$ cat src/rtl/conv_pkg.sv
// conv_pkg: shared definitions for the single-multiplier convolution sequencer.
//   - state encoding of the sequencer FSM (IDLE, MAC, OUT, DONE)
//   - clog2 helper for sizing
//   - output-grid derivation for a "valid" (unpadded) convolution
package conv_pkg;

  localparam logic [1:0] ST_IDLE = 2'd0;
  localparam logic [1:0] ST_MAC  = 2'd1;
  localparam logic [1:0] ST_OUT  = 2'd2;
  localparam logic [1:0] ST_DONE = 2'd3;

  typedef enum logic [1:0] {
    IDLE = ST_IDLE,
    MAC  = ST_MAC,
    OUT  = ST_OUT,
    DONE = ST_DONE
  } state_t;

  // Smallest r with 2**r >= v.
  function automatic int clog2(input int v);
    int r;
    r = 0;
    for (int i = 0; i < 32; i++) begin
      if ((64'd1 << r) < 64'(v)) r = r + 1;
    end
    return r;
  endfunction

  // Output columns of an unpadded convolution.
  function automatic int out_w(input int img_w, input int ks);
    return img_w - ks + 1;
  endfunction

  // Output rows of an unpadded convolution.
  function automatic int out_h(input int img_h, input int ks);
    return img_h - ks + 1;
  endfunction

endpackage

$ cat src/rtl/conv_mac_sequencer_if.sv
// conv_mac_sequencer_if: bundle of the sequencer's control, RAM-read and
// result-stream signals.
//   start/busy/done              job control
//   img_rd/img_adr/img_data      image RAM read port (combinational data)
//   ker_rd/ker_adr/ker_data      kernel RAM read port (combinational data)
//   out_valid/out_ready/out_data result stream with out_row/out_col position
// Modports: master = the sequencer, slave = its environment.
interface conv_mac_sequencer_if #(
  parameter int N     = 8,
  parameter int M     = 6,
  parameter int ACC_W = 20
);
  logic                    start;
  logic                    busy;
  logic                    done;
  logic                    img_rd;
  logic [M-1:0]            img_adr;
  logic signed [N-1:0]     img_data;
  logic                    ker_rd;
  logic [M-1:0]            ker_adr;
  logic signed [N-1:0]     ker_data;
  logic                    out_valid;
  logic                    out_ready;
  logic signed [ACC_W-1:0] out_data;
  logic [M-1:0]            out_row;
  logic [M-1:0]            out_col;

  modport master (
    input  start,
    output busy, done,
    output img_rd, img_adr,
    input  img_data,
    output ker_rd, ker_adr,
    input  ker_data,
    output out_valid,
    input  out_ready,
    output out_data, out_row, out_col
  );

  modport slave (
    output start,
    input  busy, done,
    input  img_rd, img_adr,
    output img_data,
    input  ker_rd, ker_adr,
    output ker_data,
    input  out_valid,
    output out_ready,
    input  out_data, out_row, out_col
  );
endinterface

$ cat src/rtl/conv_addr_gen.sv
// conv_addr_gen: window/tap walker for the convolution sequencer.
// Nested counters r (output row), c (output column), kr/kc (kernel tap).
//   clk, rst  clock, asynchronous active-high reset
//   clr       restart the walk at window (0,0), tap (0,0)
//   tap_en    advance to the next kernel tap (kc fastest, then kr)
//   win_en    advance to the next output window (c fastest, then r)
//   img_adr   (r+kr)*IMG_W + (c+kc), row-major image address
//   ker_adr   kr*KS + kc, row-major kernel address
//   row, col  current output window position
//   last_tap  current tap is (KS-1, KS-1)
//   last_win  current window is (OH-1, OW-1)
module conv_addr_gen
  import conv_pkg::*;
#(
  parameter int M     = 6,
  parameter int IMG_W = 8,
  parameter int IMG_H = 8,
  parameter int KS    = 3
) (
  input  logic         clk,
  input  logic         rst,
  input  logic         clr,
  input  logic         tap_en,
  input  logic         win_en,
  output logic [M-1:0] img_adr,
  output logic [M-1:0] ker_adr,
  output logic [M-1:0] row,
  output logic [M-1:0] col,
  output logic         last_tap,
  output logic         last_win
);
  localparam int OW = out_w(IMG_W, KS);
  localparam int OH = out_h(IMG_H, KS);

  logic [M-1:0] r, c, kr, kc;

  assign last_tap = (kr == M'(KS - 1)) && (kc == M'(KS - 1));
  assign last_win = (r == M'(OH - 1)) && (c == M'(OW - 1));

  always_ff @(posedge clk or posedge rst) begin
    if (rst) begin
      r  <= '0;
      c  <= '0;
      kr <= '0;
      kc <= '0;
    end else if (clr) begin
      r  <= '0;
      c  <= '0;
      kr <= '0;
      kc <= '0;
    end else begin
      // Taps wrap back to (0,0) after the last one, so every window starts clean.
      if (tap_en) begin
        if (kc == M'(KS - 1)) begin
          kc <= '0;
          kr <= last_tap ? '0 : kr + 1'b1;
        end else begin
          kc <= kc + 1'b1;
        end
      end
      if (win_en) begin
        if (c == M'(OW - 1)) begin
          c <= '0;
          r <= r + 1'b1;
        end else begin
          c <= c + 1'b1;
        end
      end
    end
  end

  // Both addresses are bounded by the RAM sizes, so M bits hold them exactly.
  assign img_adr = M'((int'(r) + int'(kr)) * IMG_W + int'(c) + int'(kc));
  assign ker_adr = M'(int'(kr) * KS + int'(kc));
  assign row     = r;
  assign col     = c;

endmodule

$ cat src/rtl/conv_mac_sequencer.sv
// conv_mac_sequencer: walks every valid KSxKS window of an IMG_W x IMG_H image,
// performing one multiply-accumulate per cycle on a single shared multiplier,
// and streams each window sum out with its (row, col) position.
//   clk, rst  clock, asynchronous active-high reset (aborts any job, no done)
//   bus       conv_mac_sequencer_if.master: start/busy/done, image and kernel
//             RAM read ports, out_valid/out_ready/out_data/out_row/out_col
// Optional build macro CONV_RELU_EN: when defined, out_data is clamped at 0
// for negative sums (the accumulator itself keeps the raw value).
module conv_mac_sequencer
  import conv_pkg::*;
#(
  parameter int N     = 8,
  parameter int M     = 6,
  parameter int IMG_W = 8,
  parameter int IMG_H = 8,
  parameter int KS    = 3,
  parameter int ACC_W = 20
) (
  input  logic                 clk,
  input  logic                 rst,
  conv_mac_sequencer_if.master bus
);
  state_t state_q, state_d;

  logic                    clr, tap_en, win_en;
  logic                    last_tap, last_win;
  logic [M-1:0]            img_adr_raw, ker_adr_raw, row, col;
  logic signed [2*N-1:0]   prod_p0;
  logic signed [ACC_W-1:0] acc_p1;

  function automatic logic signed [ACC_W-1:0] sext_prod(input logic signed [2*N-1:0] p);
    return {{(ACC_W - 2*N){p[2*N-1]}}, p};
  endfunction

  function automatic logic signed [ACC_W-1:0] relu(input logic signed [ACC_W-1:0] v);
`ifdef CONV_RELU_EN
    return v[ACC_W-1] ? '0 : v;
`else
    return v;
`endif
  endfunction

  conv_addr_gen #(
    .M    (M),
    .IMG_W(IMG_W),
    .IMG_H(IMG_H),
    .KS   (KS)
  ) u_addr (
    .clk     (clk),
    .rst     (rst),
    .clr     (clr),
    .tap_en  (tap_en),
    .win_en  (win_en),
    .img_adr (img_adr_raw),
    .ker_adr (ker_adr_raw),
    .row     (row),
    .col     (col),
    .last_tap(last_tap),
    .last_win(last_win)
  );

  always_ff @(posedge clk or posedge rst) begin
    if (rst) state_q <= IDLE;
    else     state_q <= state_d;
  end

  // start is only honoured from IDLE; it is ignored while a job runs.
  always_comb begin
    state_d = state_q;
    clr     = 1'b0;
    tap_en  = 1'b0;
    win_en  = 1'b0;
    case (state_q)
      IDLE: begin
        if (bus.start) begin
          clr     = 1'b1;
          state_d = MAC;
        end
      end
      MAC: begin
        tap_en = 1'b1;
        if (last_tap) state_d = OUT;
      end
      OUT: begin
        if (bus.out_ready) begin
          win_en  = 1'b1;
          state_d = last_win ? DONE : MAC;
        end
      end
      DONE:    state_d = IDLE;
      default: state_d = IDLE;
    endcase
  end

  // ---- p0: product of the RAM read data (combinational RAMs) ----
  assign prod_p0 = (2*N)'(bus.img_data) * (2*N)'(bus.ker_data);

  // ---- p1: accumulator; tap (0,0) is the only one with kernel address 0 ----
  always_ff @(posedge clk or posedge rst) begin
    if (rst) begin
      acc_p1 <= '0;
    end else if (state_q == MAC) begin
      if (ker_adr_raw == '0) acc_p1 <= sext_prod(prod_p0);
      else                   acc_p1 <= acc_p1 + sext_prod(prod_p0);
    end
  end

  // Outputs are decoded from the registered state, so they are all 0 in reset.
  always_comb begin
    bus.busy      = (state_q != IDLE);
    bus.done      = (state_q == DONE);
    bus.img_rd    = (state_q == MAC);
    bus.ker_rd    = (state_q == MAC);
    bus.img_adr   = (state_q == MAC) ? img_adr_raw : '0;
    bus.ker_adr   = (state_q == MAC) ? ker_adr_raw : '0;
    bus.out_valid = (state_q == OUT);
    bus.out_data  = (state_q == OUT) ? relu(acc_p1) : '0;
    bus.out_row   = (state_q == OUT) ? row : '0;
    bus.out_col   = (state_q == OUT) ? col : '0;
  end

endmodule

$ cat src/flat_wrapper.sv
// flat-port wrapper written by rule: the top's interface ports become plain ports
module conv_mac_sequencer_flat import conv_pkg::*;
#(
  parameter int N     = 8,
  parameter int M     = 6,
  parameter int IMG_W = 8,
  parameter int IMG_H = 8,
  parameter int KS    = 3,
  parameter int ACC_W = 20
)
  (clk, rst, bus_start, bus_busy, bus_done, bus_img_rd, bus_img_adr, bus_img_data, bus_ker_rd, bus_ker_adr, bus_ker_data, bus_out_valid, bus_out_ready, bus_out_data, bus_out_row, bus_out_col);
  conv_mac_sequencer_if #(.N(N), .M(M), .ACC_W(ACC_W)) bus_i ();
  input  logic clk;
  input  logic rst;
  input wire logic [$bits(bus_i.start)-1:0] bus_start;
  output wire logic [$bits(bus_i.busy)-1:0] bus_busy;
  output wire logic [$bits(bus_i.done)-1:0] bus_done;
  output wire logic [$bits(bus_i.img_rd)-1:0] bus_img_rd;
  output wire logic [$bits(bus_i.img_adr)-1:0] bus_img_adr;
  input wire logic [$bits(bus_i.img_data)-1:0] bus_img_data;
  output wire logic [$bits(bus_i.ker_rd)-1:0] bus_ker_rd;
  output wire logic [$bits(bus_i.ker_adr)-1:0] bus_ker_adr;
  input wire logic [$bits(bus_i.ker_data)-1:0] bus_ker_data;
  output wire logic [$bits(bus_i.out_valid)-1:0] bus_out_valid;
  input wire logic [$bits(bus_i.out_ready)-1:0] bus_out_ready;
  output wire logic [$bits(bus_i.out_data)-1:0] bus_out_data;
  output wire logic [$bits(bus_i.out_row)-1:0] bus_out_row;
  output wire logic [$bits(bus_i.out_col)-1:0] bus_out_col;
  assign bus_i.start = bus_start;
  assign bus_busy = bus_i.busy;
  assign bus_done = bus_i.done;
  assign bus_img_rd = bus_i.img_rd;
  assign bus_img_adr = bus_i.img_adr;
  assign bus_i.img_data = bus_img_data;
  assign bus_ker_rd = bus_i.ker_rd;
  assign bus_ker_adr = bus_i.ker_adr;
  assign bus_i.ker_data = bus_ker_data;
  assign bus_out_valid = bus_i.out_valid;
  assign bus_i.out_ready = bus_out_ready;
  assign bus_out_data = bus_i.out_data;
  assign bus_out_row = bus_i.out_row;
  assign bus_out_col = bus_i.out_col;
  conv_mac_sequencer #(.N(N), .M(M), .IMG_W(IMG_W), .IMG_H(IMG_H), .KS(KS), .ACC_W(ACC_W)) u_core (.clk(clk), .rst(rst), .bus(bus_i));
endmodule
$ cat config.mk
export PLATFORM = sky130hd
export DESIGN_NAME = conv_mac_sequencer_flat
export DESIGN_NICKNAME = d
export VERILOG_FILES = /design/src/rtl/conv_pkg.sv /design/src/rtl/conv_mac_sequencer_if.sv /design/src/rtl/conv_addr_gen.sv /design/src/rtl/conv_mac_sequencer.sv /design/src/flat_wrapper.sv
export SDC_FILE = /design/constraint.sdc
export NUM_CORES = 1
export LEC_CHECK = 0
export ABC_AREA = 1
export BUFFER_PORTS_ARGS = -buffer_cell sky130_fd_sc_hd__buf_2
export CAP_MARGIN = 5
export CORE_ASPECT_RATIO = 1.75
export CORE_UTILIZATION = 30
export CTS_BUF_LIST = sky130_fd_sc_hd__clkbuf_16
export CTS_CLUSTER_DIAMETER = 50
export DETAILED_ROUTE_END_ITERATION = 10
export PLACE_DENSITY = 0.45
export SYNTH_ARGS = -nofsm -noshare
export SYNTH_HDL_FRONTEND = slang
export SYNTH_SLANG_ARGS = --single-unit
$ cat constraint.sdc
create_clock -name clk -period 6.6 [get_ports clk]
set_input_delay 0.33 -clock clk [delete_from_list [all_inputs] [get_ports clk]]
set_output_delay 0.33 -clock clk [all_outputs]
set_load 0.02 [all_outputs]
# After elaboration in Yosys (flattened, before gate mapping)
# Index checks and enable logic that the tools add are counted.
dict set report word_totals {
  ff_bits 46
  in_bits 20
  out_inout_bits 49
  wordCells 68
}
dict set report op_classes {
  addsub 9
  multipliers 2
  n_eq_ne 10
  n_mux 29
  n_reduce_logical 12
}
# op n
set op_table {}
lappend op_table {{2-to-1 mux 6 bit} 17}
lappend op_table {{2-to-1 mux 20 bit} 2}
lappend op_table {{adder 6 x 1 -> 6 bit (second input constant)} 4}
lappend op_table {{adder 20 x 16 -> 20 bit} 1}
lappend op_table {{adder 6 bit} 3}
lappend op_table {{multiplier 8 x 8 -> 16 bit} 1}
lappend op_table {{== test 6 x 2 -> 1 bit (second input constant)} 2}
lappend op_table {{== test 6 x 3 -> 1 bit (second input constant)} 2}
lappend op_table {{nonzero test 2 bit} 5}
lappend op_table {{2-to-1 mux 2 bit} 4}
lappend op_table {{one-hot mux 2 bit (4 select lines)} 1}
lappend op_table {{logical NOT 6 bit} 1}
lappend op_table {{multiplier 6 x 2 -> 6 bit (second input constant)} 1}
lappend op_table {{2-to-1 mux 1 bit} 5}
lappend op_table {{== test 2 bit (second input constant)} 2}
lappend op_table {{inequality test 2 x 1 -> 1 bit (second input constant)} 2}
lappend op_table {{AND reduction 2 bit} 2}
lappend op_table {{adder 3 bit} 1}
lappend op_table {{AND reduction 3 bit} 1}
lappend op_table {{== test 2 x 1 -> 1 bit (second input constant)} 1}
lappend op_table {{logical AND 1 bit} 2}
lappend op_table {{logical NOT 2 bit} 1}
lappend op_table {{inequality test 2 bit (second input constant)} 1}

# Longest topological paths before layout
# Gate-level depths: netlist (run 1).
dict set report depth {
  word_depth 6
  ltp_mapped 34
  ltp_nobuf 33
}

# By module
# Synthesis (run 1) repeated with hierarchy kept, for this count alone.
dict set report hier_totals {
  hier_cells 1109
  hier_area_um2 7558.5
}
# mod instances cells_per_inst area_per_inst_um2 seq_area_each_um2
set by_module_without_submodules {}
lappend by_module_without_submodules {conv_mac_sequencer 1 844 5418.9 550.5}
lappend by_module_without_submodules {conv_addr_gen 1 265 2139.6 600.6}

# Worst setup path before layout (run 1)
# Ideal clock, no wire load.
dict set report synth_path {
  kind {in2reg}
  startpoint {in bus_ker_data[2]}
  endpoint {reg u_core.acc_p1[19]}
  arrival_ns 5.203
  t_required_ns 6.480
  slack_ns 1.277
  stages 32
  path_buffers 1
  cell_sequence {clkbuf_1 > nand2_1 > inv_1 > fa_1 > inv_1 > fa_1 > inv_1 > fa_1 > inv_1 > fa_1 > inv_1 > ha_1 > nand2_1 > nor2_1 > nand2_1 > nor2_1 > nor2_1 > inv_1 > nand2_1 > nand2_1 > ha_1 > nand2_1 > nor2_1 > inv_1 > nor2_1 > nand3_1 > nand3_1 > nand2_1 > nand3_1 > nand2_1 > nand3_1 > nand2_1}
}
dict set report synth_between {
  elab_chain_len 3
}
# item line
set synth_lines {}
lappend synth_lines {{from (decl)} flat_wrapper.sv:23} ;# input wire logic [$bits(bus_i.ker_data)-1:0] bus_ker_data;
lappend synth_lines {{multiplier 8 x 8 -> 16 bit *} conv_mac_sequencer.sv:96} ;# assign prod_p0 = (2*N)'(bus.img_data) * (2*N)'(bus.ker_data);
lappend synth_lines {{adder 20 x 16 -> 20 bit} conv_mac_sequencer.sv:104} ;# else acc_p1 <= acc_p1 + sext_prod(prod_p0);
lappend synth_lines {{2-to-1 mux 20 bit *} conv_mac_sequencer.sv:103} ;# if (ker_adr_raw == '0) acc_p1 <= sext_prod(prod_p0);
lappend synth_lines {{to (signal assigned)} conv_mac_sequencer.sv:103}
lappend synth_lines {{to (signal assigned)} conv_mac_sequencer.sv:104}
lappend synth_lines {{to (decl)} conv_mac_sequencer.sv:29} ;# logic signed [ACC_W-1:0] acc_p1;
# Every way passes the cells marked *; elsewhere a longest branch is shown, timed or not.
# A chain may end at the register's enable or synchronous reset.

# Final worst setup path (run 1)
dict set report layout_path {
  startpoint {in bus_ker_data[7]}
  endpoint {reg u_core.acc_p1[17]}
}
# Same word-level chain as after synthesis.

==> results of run 1 <==
state kept, by name (all words and copies together) (netlist names):
name,flops
u_core.u_addr.kc,6
u_core.u_addr.kr,6
u_core.u_addr.col,6
u_core.acc_p1,20
u_core.state_q,2
u_core.u_addr.row,6
tightest hold or removal path: cells and delay by family:
family	cells	cell delay, ns
buf+inv	3	0.65
routing by layer:
layer | routed length, µm | vias up | part of all wire, % | global-route usage [%]
met5 | 0 | - | 0 | 0
met4 | 888 | 0 | 4.1 | 7.76
met3 | 381 | 36 | 1.8 | 1.43
met2 | 13000 | 96 | 60 | 38.9
met1 | 7320 | 3066 | 34 | 16.4
li1 | - | 3311 | - | -
cells by family (layout without fill, tap and decap cells):
group           Yosys count  after routing  synth area share, %
simple gates            431            431                 25.6
buf+inv                 289            341                 15.2
fa+ha+maj               142            142                 31.0
compound gates          125            125                 9.64
flops                    46             46                 15.8
xor+xnor                 24             24                 2.88
stage by stage:
stage          hold slack [ns]  std cells  utilization [%]
6_report                 0.203       1417             33.8
3_3_place_gp             0.508       1409             33.1
5_1_grt                  0.265       1417             33.8
3_5_place_dp             0.503       1409             33.1
4_1_cts                  0.235       1417             33.8
2_1_floorplan            0.440       1057                -
worst paths after layout:
| kind | startpoint | endpoint | slack, ns | cells after the start |
|---|---|---|---|---|
| min | rst | u_core.state_q[1]$_DFFE_PP0P_ | 0.20 | 3 |
| min in group clk | bus_out_ready | u_core.state_q[1]$_DFFE_PP0P_ | 0.27 | 2 |
| max | bus_ker_data[7] | u_core.acc_p1[17]$_DFFE_PP0P_ | 0.66 | 26 |
| min reg2reg | u_core.acc_p1[19]$_DFFE_PP0P_ | u_core.acc_p1[19]$_DFFE_PP0P_ | 0.52 | 2 |
| max in group asynchronous | rst | u_core.acc_p1[0]$_DFFE_PP0P_ | 5.94 | 3 |
| max reg2reg | u_core.u_addr.kr[1]$_DFFE_PP0P_ | u_core.acc_p1[10]$_DFFE_PP0P_ | 3.48 | 9 |
cells in the final DEF, fill, tap and decap left out, types with 10 or more instances in the layout:
cell	count
nand4_1	13
fa_1	65
o21ai_0	31
nor3_1	10
a21oi_1	53
o21ai_1	11
xnor2_1	10
nand2_1	218
nand3_1	43
ha_1	77
inv_1	253
nor2_1	115
xor2_1	14
dfrtp_1	46
buf_2	68
area by class of cell:
cell class,instances,area [µm²]
clock buffer,5,125
clock inverter,3,41.3
fill,2678,15800
inverter,262,983
multi-input combinational,722,5050
sequential,46,1150
tap,308,385
timing repair buffer,71,363
==> metrics.yaml, run 1 <==
routed_wl_mm: 21.6
slowest_stage: "fa_1"
maxSlewViolCount: 0
max_freq_mhz: 168
seq_area_frac_synth_pct: 15.8
hold_buffers: 0
drive_gt1_share_pct: 10.4
clkLatencyLatePin_ns: 0.30
finalCritPeriodShare_pct: 90.0
io_buffers: 68
grt_usage_pct: 18.2
cp-start-kind: "input port"
critical_path_arrival_ns: 6.16
post_drt_wl_per_cell_um: 15.3
fp.dieArea_mm2: 0.0250
cp_max_fo: 8
stdcell_area_mm2: 0.00810
routabilityCongestion: 0.838
hold_path_class: "in2async"
synth_area_leader_cell: "fa_1"
synth_ff_type: "dfrtp_1"
cpMostUsedCell: "inv_1"
rsz0062_at_grt: "no"
ant_nets: 0
cts_resized: 0
placed_area_mm2: 0.00793
synth_cells: 1057
synth_cell_types: 48
cts_setup_buffers: 0
drc: 0
grt_pass1_vias: 6861
worst_slack_ns: 0.661
synth_top_area_share_pct: 17.8
status: "finished, final reports clean"
ctsHtreeMaxLevel: 2
hold_viol: 0
dr_total_vias: 6509
max_slew_margin_pct: 36.2
critPathTopFamily: "adder cells"
antenna_found_initial: 0
diodes: 0
layout.nets: 1270
synth_edf_count: 0
cts.sinks: 46
setup_violations: 0
dr.pass1.iters: 4
clkTransAtPathRegs_ns: 0.07
syn_area_mm2: 0.00731
vias_per_cell: 4.59
synth_common_cells: "253 x inv_1, 218 x nand2_1, 115 x nor2_1, 77 x ha_1, 65 x fa_1"
clock-root-buffer: "clkbuf_16"
cts_tree: "built"
synth.most_common_cell: "inv_1"
clock_path_buffers: 2
critPathMaxStageDelay_ns: 0.56
critPathBufInv: 7
fp.dieH_um: 208
post-dp-hpwl_mm: 18.4
drt-initial-drc-count: 153
start_util_pct: 30.5
end_kind: "flip-flop"
post-route-min-period_ns: 5.94
finalClockSkew_ns: 0.0107
syn_nets: 1219
grt_start_max_net_pins: 47
rows: 75
overflow: 0
worst_pin_slew_ns: 0.955
yosys_register_bits: 46
ys_warn_count: 0
pre_cts_ws_ns: 0.314
grt_pass1_wl_mm: 34.9
ios: 69
synth.avg_cell_area_um2: 6.91
crit_type: "in2reg"
required_ns: 6.82
async_flop_share_pct: 100
drv_cap: 0
cts_buffers: 5
coreArea_mm2: 0.0239
area_growth_pct: 10.8
die_w_um: 120
synth_area_leaders: "fa_1 18%, dfrtp_1 16%, ha_1 13%, inv_1 13%, nand2_1 11%"
setup_tns_ns: 0
Power of run 1 is not shown: default switching activity piles up to over one toggle a cycle in this logic, so the estimate is an artifact.
==> run 2: changes to the inputs <==
--- a/config.mk
+++ b/config.mk
@@ -5,7 +5,7 @@
 export SDC_FILE = /design/constraint.sdc
 export NUM_CORES = 1
 export LEC_CHECK = 0
-export ABC_AREA = 1
+export ABC_AREA = 0
 export BUFFER_PORTS_ARGS = -buffer_cell sky130_fd_sc_hd__buf_2
 export CAP_MARGIN = 5
 export CORE_ASPECT_RATIO = 1.75
@@ -16,4 +16,5 @@
 export PLACE_DENSITY = 0.45
 export SYNTH_ARGS = -nofsm -noshare
 export SYNTH_HDL_FRONTEND = slang
+export SYNTH_HIERARCHICAL = 1
 export SYNTH_SLANG_ARGS = --single-unit
==> run 2 against run 1 <==
Routed wire length is 24% lower. Critical path depth shrank 4. Maximum frequency is 1.5% lower. Global-route usage fell by 3.0 points. Largest cell class unchanged. Area after synthesis shrank 8.2%.
==> metrics.yaml, run 2 <==
rsz0062_at_grt: "no"
die_w_um: 115
setup_violations: 0
grt_pass1_vias: 5467
worst_pin_slew_ns: 1.05
required_ns: 6.83
io_buffers: 68
synth.most_common_cell: "inv_1"
post-dp-hpwl_mm: 14.0
clkTransAtPathRegs_ns: 0.06
synth_compound_area_share_pct: 11.1
ys_warn_count: 6
yosys_register_bits: 46
synth_mux_area_share_pct: 0.913
mostFrequentLayoutCells: "122 x inv_1, 95 x and2_1, 77 x ha_1, 68 x buf_2, 65 x fa_1"
finalCritPeriodShare_pct: 91.4
cp_max_fo: 8
async_flop_share_pct: 100
ios: 69
synth_common_cells: "122 x inv_1, 95 x and2_1, 77 x ha_1, 65 x fa_1, 60 x nand2_1"
area_growth_pct: 12.6
fp.dieH_um: 200
max_freq_mhz: 166
crit_type: "in2reg"
synth_adder_area_share_pct: 33.7
crit_chain: "buf_2 -> and2_1 -> fa_1 -> inv_1 -> fa_1 -> inv_1 -> fa_1 -> inv_1 -> fa_1 -> inv_1 -> ha_1 -> and2_1 -> o21ai_0 -> o31ai_1 -> o41ai_1 -> xnor2_1 -> inv_1 -> ha_1 -> or4_1 -> a311o_1 -> or4_1 -> nand4_1"
cp-startpoint: "bus_ker_data[3]"
synth_top_family_by_area: "adder cells"
routed_wl_mm: 16.5
synth_edf_count: 0
synth_cell_types: 55
post_drt_wl_per_cell_um: 14.4
yosys.area_share.simple_pct: 22.0
synth.avg_cell_area_um2: 8.56
grt_pass1_wl_mm: 27.0
dr.pass1.iters: 4
synth_xor_area_share_pct: 6.79
ant_nets: 0
cts_tree: "built"
synth_top_area_share_pct: 19.4
largest_register: "u_core/acc_p1"
dr_total_vias: 5265
cts.sinks: 46
coreArea_mm2: 0.0220
hold_path_class: "in2async"
syn_nets: 946
grt_start_max_net_pins: 35
setup_tns_ns: 0
synth_area_leaders: "fa_1 19%, dfrtp_1 17%, ha_1 14%, and2_1 8.9%, inv_1 6.8%"
max_slew_margin_pct: 29.6
synth_cells: 784
cpMostUsedCell: "inv_1"
layout_commonest_cell: "inv_1"
grt_usage_pct: 15.1
drt-initial-drc-count: 127
r2r-start: "u_core/u_addr/kr[0]$_DFFE_PP0P_"
drive_gt1_share_pct: 11.0
diodes: 0
clkLatencyLatePin_ns: 0.30
synth_area_leader_cell: "fa_1"
drc: 0
vias_per_cell: 4.60
post-route-min-period_ns: 6.03
slowest_stage: "fa_1"
end_kind: "flip-flop"
syn_area_mm2: 0.00671
critPathMaxStageDelay_ns: 0.61
cts_buffers: 5
overflow: 0
antenna_found_initial: 0
seq_area_frac_synth_pct: 17.2
hold_ws_ns: 0.231
start_util_pct: 30.5
drv_cap: 0
cts_resized: 0
layout.nets: 1009
maxSlewViolCount: 0
routabilityCongestion: 0.798
finalClockSkew_ns: 0.00676
status: "finished, final reports clean"
clock_path_buffers: 2
critical_path_arrival_ns: 6.26
synth_ff_type: "dfrtp_1"
cp-start-kind: "input port"
ctsHtreeMaxLevel: 2
cts_setup_buffers: 0
hold_viol: 0
fillers: 2437
largest_reg_flops: 20
rr_worst_depth: 12
hold_buffers: 0
fp.dieArea_mm2: 0.0230
rows: 72
clock-root-buffer: "clkbuf_16"
## run 2: cell types whose count changed after synthesis, sizes merged, moves of 10 or more
cell / delta
nand2: -167
inv: -138
and2: +93
nor2: -67
xnor2: +34
nand3: -30
o21ai: -18
a21oi: -16
a31oi: +11
a21o: +10
## run 2: path summary, 6_finish.rpt
check | slack [ns] | endpoint
max in group asynchronous | 5.66 | u_core/u_addr/kc[4]$_DFFE_PP0P_
min in group clk | 0.35 | u_core/state_q[0]$_DFFE_PP0P_
worst max-delay path | 0.57 | u_core/acc_p1[19]$_DFFE_PP0P_
worst max register to register | 3.07 | u_core/acc_p1[13]$_DFFE_PP0P_
worst min register to register | 0.51 | u_core/acc_p1[16]$_DFFE_PP0P_
worst min-delay path | 0.23 | u_core/acc_p1[0]$_DFFE_PP0P_
## run 2: worst max-delay path, delay by kind of cell
family	cells	cell delay (ns)
adder cells (fa/ha/maj)	6	2.79
buffers and inverters	6	0.54
AND/OR/NAND/NOR	5	1.41
XOR/XNOR	1	0.27
AO/OA/AOI/OAI	4	0.91
## run 2: layer usage
layer | vias to the layer above | track usage [%] | wire, µm
li1 | 2671 | - | -
met1 | 2514 | 15.0 | 6370
met2 | 73 | 32.6 | 9620
met3 | 7 | 0.845 | 277
met4 | 0 | 4.04 | 203
met5 | - | 0 | 0
## run 2: cell families (layout without fill, tap and decap cells)
family,Yosys count,count (layout)
DFF,46,46
and+or+nand+nor,280,280
buffers and inverters,140,204
muxes,6,6
adders and majority gates,142,142
AOI/OAI and AO/OA,118,118
xor gates and xnor gates,52,52
## run 2: stage by stage
step / setup WS (ns) / utilization [%] / instances / cell area (µm²)
2_1_floorplan: 0.633 / - / 784 / 6710
4_1_cts: 0.553 / 34.4 / 1144 / 7560
3_3_place_gp: 0.295 / 33.5 / 1136 / 7370
3_5_place_dp: 0.233 / 33.5 / 1136 / 7370
5_1_grt: 0.161 / 34.4 / 1144 / 7560
6_report: 0.570 / 34.4 / 1144 / 7560
## run 2: cell type report
class	count	area [µm²]	share of cell area [%]
Inverter	122	458	6.06
Clock buffer	5	125	1.66
Sequential cell	46	1150	15.2
Tap cell	296	370	4.90
Multi-Input combinational cell	598	5000	66.2
Timing Repair Buffer	74	385	5.10
Clock inverter	3	63.8	0.844
Power of run 2 is left out for the same reason.
